### src/rtl/regfile_write_arbiter.sv
// Write-port arbiter for the 32x32 register file. Shares one registered write
// port between NUM_REQ valid/ready requesters (round-robin, optional fixed
// priority for requester 0) and runs a sweep that zeroes registers 1..31.
module regfile_write_arbiter #(
  parameter int unsigned NUM_REQ    = 3,
  parameter bit          HIPRI_REQ0 = 1'b1
) (
  input  logic                    clock,
  input  logic                    ctrl_reset,
  input  logic [NUM_REQ-1:0]      req_valid,
  input  logic [5*NUM_REQ-1:0]    req_reg,
  input  logic [32*NUM_REQ-1:0]   req_data,
  output logic [NUM_REQ-1:0]      req_ready,
  input  logic                    clear_start,
  output logic                    clear_busy,
  output logic                    ctrl_writeEnable,
  output logic [4:0]              ctrl_writeReg,
  output logic [31:0]             data_writeReg,
  output logic [7:0]              drop_count
);

  localparam int unsigned PtrW = (NUM_REQ > 1) ? $clog2(NUM_REQ) : 1;

  typedef enum logic [0:0] {StArb, StClear} state_e;

  state_e          state_q, state_d;
  logic [PtrW-1:0] rr_ptr_q, rr_ptr_d;
  logic [4:0]      clr_idx_q, clr_idx_d;
  logic            we_q, we_d;
  logic [4:0]      wreg_q, wreg_d;
  logic [31:0]     wdata_q, wdata_d;
  logic [7:0]      drop_q, drop_d;

  logic            gnt_valid;
  logic            gnt_hipri;
  logic [PtrW-1:0] gnt_idx;
  logic [PtrW-1:0] cand_idx;
  logic [PtrW-1:0] rr_next;
  logic [4:0]      sel_reg;
  logic [31:0]     sel_data;
  logic            xfer;

  // Grant selection: requester 0 override first, then scan from rr_ptr.
  always_comb begin
    gnt_valid = 1'b0;
    gnt_hipri = 1'b0;
    gnt_idx   = '0;
    cand_idx  = '0;
    if (HIPRI_REQ0 && req_valid[0]) begin
      gnt_valid = 1'b1;
      gnt_hipri = 1'b1;
    end else begin
      for (int unsigned i = 0; i < NUM_REQ; i++) begin
        cand_idx = PtrW'((32'(rr_ptr_q) + i) % NUM_REQ);
        if (!gnt_valid && req_valid[cand_idx]) begin
          gnt_valid = 1'b1;
          gnt_idx   = cand_idx;
        end
      end
    end
  end

  // One-hot ready; suppressed in reset and during the clear sweep.
  always_comb begin
    req_ready = '0;
    if (ctrl_reset && (state_q == StArb) && gnt_valid) begin
      req_ready[gnt_idx] = 1'b1;
    end
  end

  // Mux the granted requester's address/data and compute the next rr pointer.
  always_comb begin
    sel_reg  = '0;
    sel_data = '0;
    for (int unsigned i = 0; i < NUM_REQ; i++) begin
      if (gnt_idx == PtrW'(i)) begin
        sel_reg  = req_reg[5*i +: 5];
        sel_data = req_data[32*i +: 32];
      end
    end
    rr_next = (gnt_idx == PtrW'(NUM_REQ - 1)) ? '0 : gnt_idx + 1'b1;
    xfer    = |(req_valid & req_ready);
  end

  // Next-state: arbitration/write stage in StArb, zeroing sweep in StClear.
  always_comb begin
    state_d   = state_q;
    rr_ptr_d  = rr_ptr_q;
    clr_idx_d = clr_idx_q;
    we_d      = 1'b0;
    wreg_d    = wreg_q;
    wdata_d   = wdata_q;
    drop_d    = drop_q;
    case (state_q)
      StArb: begin
        if (xfer) begin
          // Override grants to requester 0 must not disturb the rotation.
          if (!gnt_hipri) rr_ptr_d = rr_next;
          if (sel_reg == 5'd0) begin
            if (drop_q != 8'hff) drop_d = drop_q + 8'd1;
          end else begin
            we_d    = 1'b1;
            wreg_d  = sel_reg;
            wdata_d = sel_data;
          end
        end
        if (clear_start) state_d = StClear;
      end
      StClear: begin
        we_d    = 1'b1;
        wreg_d  = clr_idx_q;
        wdata_d = '0;
        if (clr_idx_q == 5'd31) begin
          state_d   = StArb;
          clr_idx_d = 5'd1;
        end else begin
          clr_idx_d = clr_idx_q + 5'd1;
        end
      end
      default: state_d = StArb;
    endcase
  end

  // State and registered write port.
  always_ff @(posedge clock or negedge ctrl_reset) begin
    if (!ctrl_reset) begin
      state_q   <= StArb;
      rr_ptr_q  <= '0;
      clr_idx_q <= 5'd1;
      we_q      <= 1'b0;
      wreg_q    <= '0;
      wdata_q   <= '0;
      drop_q    <= '0;
    end else begin
      state_q   <= state_d;
      rr_ptr_q  <= rr_ptr_d;
      clr_idx_q <= clr_idx_d;
      we_q      <= we_d;
      wreg_q    <= wreg_d;
      wdata_q   <= wdata_d;
      drop_q    <= drop_d;
    end
  end

  assign clear_busy       = (state_q == StClear);
  assign ctrl_writeEnable = we_q;
  assign ctrl_writeReg    = wreg_q;
  assign data_writeReg    = wdata_q;
  assign drop_count       = drop_q;

endmodule

### config.mk
export PLATFORM = sky130hd
export DESIGN_NAME = regfile_write_arbiter
export DESIGN_NICKNAME = d
export VERILOG_FILES = /design/src/rtl/regfile_write_arbiter.sv
export SDC_FILE = /design/constraint.sdc
export NUM_CORES = 1
export LEC_CHECK = 0
export BUFFER_PORTS_ARGS = -buffer_cell sky130_fd_sc_hd__buf_2
export CORE_MARGIN = 10
export CORE_UTILIZATION = 45
export CTS_CLUSTER_DIAMETER = 60
export DETAILED_ROUTE_END_ITERATION = 10
export GPL_ROUTABILITY_DRIVEN = 0
export HOLD_SLACK_MARGIN = 0.08
export PLACE_DENSITY = 0.74
export SYNTH_ARGS = -nofsm -noshare
export SYNTH_HDL_FRONTEND = slang
export SYNTH_SLANG_ARGS = --single-unit
### constraint.sdc
create_clock -name clock -period 7.6 [get_ports clock]
set_input_delay 1.14 -clock clock [delete_from_list [all_inputs] [get_ports clock]]
set_output_delay 1.14 -clock clock [all_outputs]
set_load 0.005 [all_outputs]
==> results summary <==
The run finished with clean final reports. During placement, the flow inserted port buffers numbering 166. The commonest non-fill, non-tap cell in the layout is sky130_fd_sc_hd__buf_2. The standard cell core area came out at 7370 sq um. The largest net degree at the start of global routing is 65.

The number of antenna violations at the first check in global routing came out at 0. Cell internal power was estimated by the tool at 719.4 uW. The final critical delay including setup and external delays is 4.314 ns. The path class of the tightest hold or removal check is flop to flop. For this block, the via count after detailed routing is 3650. Setup repair after global routing left no endpoint under its margin.

The final layout contains routed wiring with a total length of 11.49 mm. The number of nets with antenna violations after routing came out at 0. The largest fanout of any net on the critical path came out at 45. The cell at the root of the clock tree is sky130_fd_sc_hd__clkbuf_8. The number of search-and-repair iterations in the first detailed-routing pass is 5.

For this design the ratio of total power to cell area is 293.3 nW/um^2. Once the floorplan was initialized, standard cells occupied 47.10% of the core. The global route total overflow came out at 0. The hold slack is 0.4863 ns.

The number of enable flip-flop cells after synthesis came out at 0. In the layout the commonest cells are sky130_fd_sc_hd__buf_2 (166), sky130_fd_sc_hd__nand2_1 (89), sky130_fd_sc_hd__dfrtp_1 (53). The net load switching power came out at 596.7 uW. The mean number of vias per cell is 5.489. The die footprint came out at 11630 sq um. The area growth from synthesis to final layout came out at 29.27%. The number of pins with negative max-slew slack in the final report is 0.

The count of buffers added by post-CTS timing repair for setup came out at 0. The overall global routing resource usage is 19.56%. The number of clock buffers inserted by TritonCTS came out at 5.

The leakage component of the power came out at 0.002511 uW. After synthesis, the share of flip-flops with an asynchronous set or reset is 100.0%. Averaged over all synthesized cells, the footprint is 8.445 sq um. The die height came out at 107.8 microns. The fraction of final layout cells sized beyond drive strength 1 is 33.57%.

The highest attainable clock frequency came out at 231.8 MHz. The final layout net count came out at 689. After synthesis, the netlist uses 57 different library cells. The clock-pin transition on the worst setup and hold timing paths came out at 0.10 ns. The combinational fraction of design power came out at 54.6%. The clock drives 54 sinks. The number of cells produced by synthesis is 411. In this run, flip-flops and latches consume 29.8% of the power. TritonCTS built the clock tree. Once placement completed, the tool counted placed cells totaling 657. The Yosys warning count came out at 0. The first-pass GRT wire length is 18.51 mm.

The critical path arrival came out at 4.44 ns. The number of ports placed on the die boundary came out at 167. The maximum level of the CTS H-tree came out at 2. Data on the critical path is required at its endpoint by 7.73 ns. The number of endpoints with negative hold slack in the final report came out at 0.

The post-synthesis net count came out at 535. The post-CTS resize count is 0. The worst-case clock skew is 0.009954 ns. Detailed placement ended at an HPWL of 8.876 mm. The worst pin sits at a relative slew slack of 23.93%.

The maximum clock path buffer count came out at 2. The switching power as a share of total power is 45.34%. VDD sags by at most 122.8 uV. The transition time at the pin with the least slew margin is 1.137 ns.

The netlist area before placement is 3471 sq um. The filler-free cell count of the finished design is 665. The worst setup path is launched from a flop.

In this run, synthesis produced a sequential element count of 54. The setup path with the least slack is of type flop to flop. The total of hold buffers inserted after clock tree synthesis is 0. Dividing the final minimum period by the clock period gives 56.77%. The violation count after the first detailed-route iteration is 192. The floorplan has 31 rows. The sum of negative setup slack came out at 0 ns. For the worst-skew pair, the clock arrives at the later sink with an insertion delay of 0.32 ns. Setup violations remaining at the end of the flow were counted as 0. The number of global-route vias before repair came out at 3926. From left edge to right edge, the die measures 107.8 microns. The clock share of power came out at 15.6%. The detailed-route wire length per cell came out at 17.28 microns. The portion of the post-synthesis area used by sequential elements is 38.97%. The worst setup path is captured at a flop. The count of maximum capacitance violations is 0.

The count of inserted antenna diode cells is 0. The number of DRC violations after detailed routing came out at 0. In the synthesized netlist the dominant register cell turns out to be sky130_fd_sc_hd__dfrtp_1.
-- synth_stat cells, drive strengths merged (2+ instances only) --
library cell  count  share of area (%)
a21oi            50                7.3
xor2              6                1.5
dfrtp            53                 38
a211oi            3               0.65
clkbuf           17                1.8
a31oi             4               0.72
mux2i            42                 12
nand2            90                9.9
nand4             6                1.1
ha                7                2.5
nor2             29                3.1
o21ai            19                2.8
and3              4               0.87
a211o             6                1.5
o211ai            2               0.43
a221oi            4                1.5
nand3             7                1.0
nor4              2               0.54
or3               2               0.50
inv              10                1.1
nor3             15                2.2
nor2b             3               0.54
mux2              2               0.65
nand2b            3               0.54
buf               6                1.4
-- metrics by stage --
step | utilization [%] | instance area, sq um | setup slack (ns) | power (uW)
global placement | 59.29 | 4369 | 3.238 | 1089
floorplan | - | 3471 | 3.867 | 907.8
CTS | 60.88 | 4487 | 3.264 | 1321
global route | 60.88 | 4487 | 2.939 | 1426
finish | 60.88 | 4487 | 3.286 | 1316
detailed placement | 59.29 | 4369 | 3.070 | 1115
-- power by group through the flow --
stage	Sequential, uW	Combinational (uW)	Clock (uW)
finish	392	719	205
global route	400	805	221
CTS	392	722	208
detailed placement	396	719	0
global placement	395	694	0
floorplan	383	525	0
-- critical path, stage by stage (launching register included) --
cell	delay (ns)
sky130_fd_sc_hd__dfrtp_1	0.39
sky130_fd_sc_hd__inv_1	0.09
sky130_fd_sc_hd__ha_1	0.39
sky130_fd_sc_hd__or2_1	0.28
sky130_fd_sc_hd__and3_4	0.19
sky130_fd_sc_hd__o311ai_4	0.39
sky130_fd_sc_hd__nand2_4	0.38
sky130_fd_sc_hd__a221oi_4	0.44
sky130_fd_sc_hd__nand2_1	0.37
sky130_fd_sc_hd__o21ai_4	1.00
sky130_fd_sc_hd__a221oi_1	0.19
-- flip-flops by register name, summed over array words and instances, names as in the netlist --
register,count
data_writeReg,32
rr_ptr_q,2
ctrl_writeReg,5
clr_idx_q,5
clear_busy,1
drop_count,8
ctrl_writeEnable,1
-- cell families after synthesis --
logic type	synth area share (%)
simple gates	21.59
compound gates	17.99
flops	38.97
mux	12.76
buf+inv	4.398
xor+xnor	1.766
fa+ha+maj	2.523
-- metal layers --
| layer | track usage [%] | wire (microns) |
|---|---|---|
| met4 | 7.634 | 305 |
| met3 | 7.186 | 1084 |
| met1 | 22.33 | 4570 |
| met2 | 32.48 | 5528 |
| met5 | 0 | 0 |
-- layout make-up --
type	instances	area, sq um
clock buffers	5	68.82
clock inverters	3	48.80
fillers	681	2883
inverters	11	41.29
multi-input cells	323	1991
flip-flops and latches	54	1353
well taps	99	123.9
repair buffers	170	860.8
-- path summary, 6_finish.rpt --
check,from,to,slack [ns],cells past startpoint
worst max-delay path,rr_ptr_q[0],ctrl_writeReg[4],3.29,10
worst min-delay path,drop_count[5],drop_count[5],0.49,1
worst max register to register,rr_ptr_q[0],ctrl_writeReg[4],3.29,10
worst min register to register,drop_count[5],drop_count[5],0.49,1
max in group asynchronous,ctrl_reset,data_writeReg[19],6.19,2
min in group asynchronous,ctrl_reset,drop_count[1],0.93,2
(Power assumes the default switching activity.)
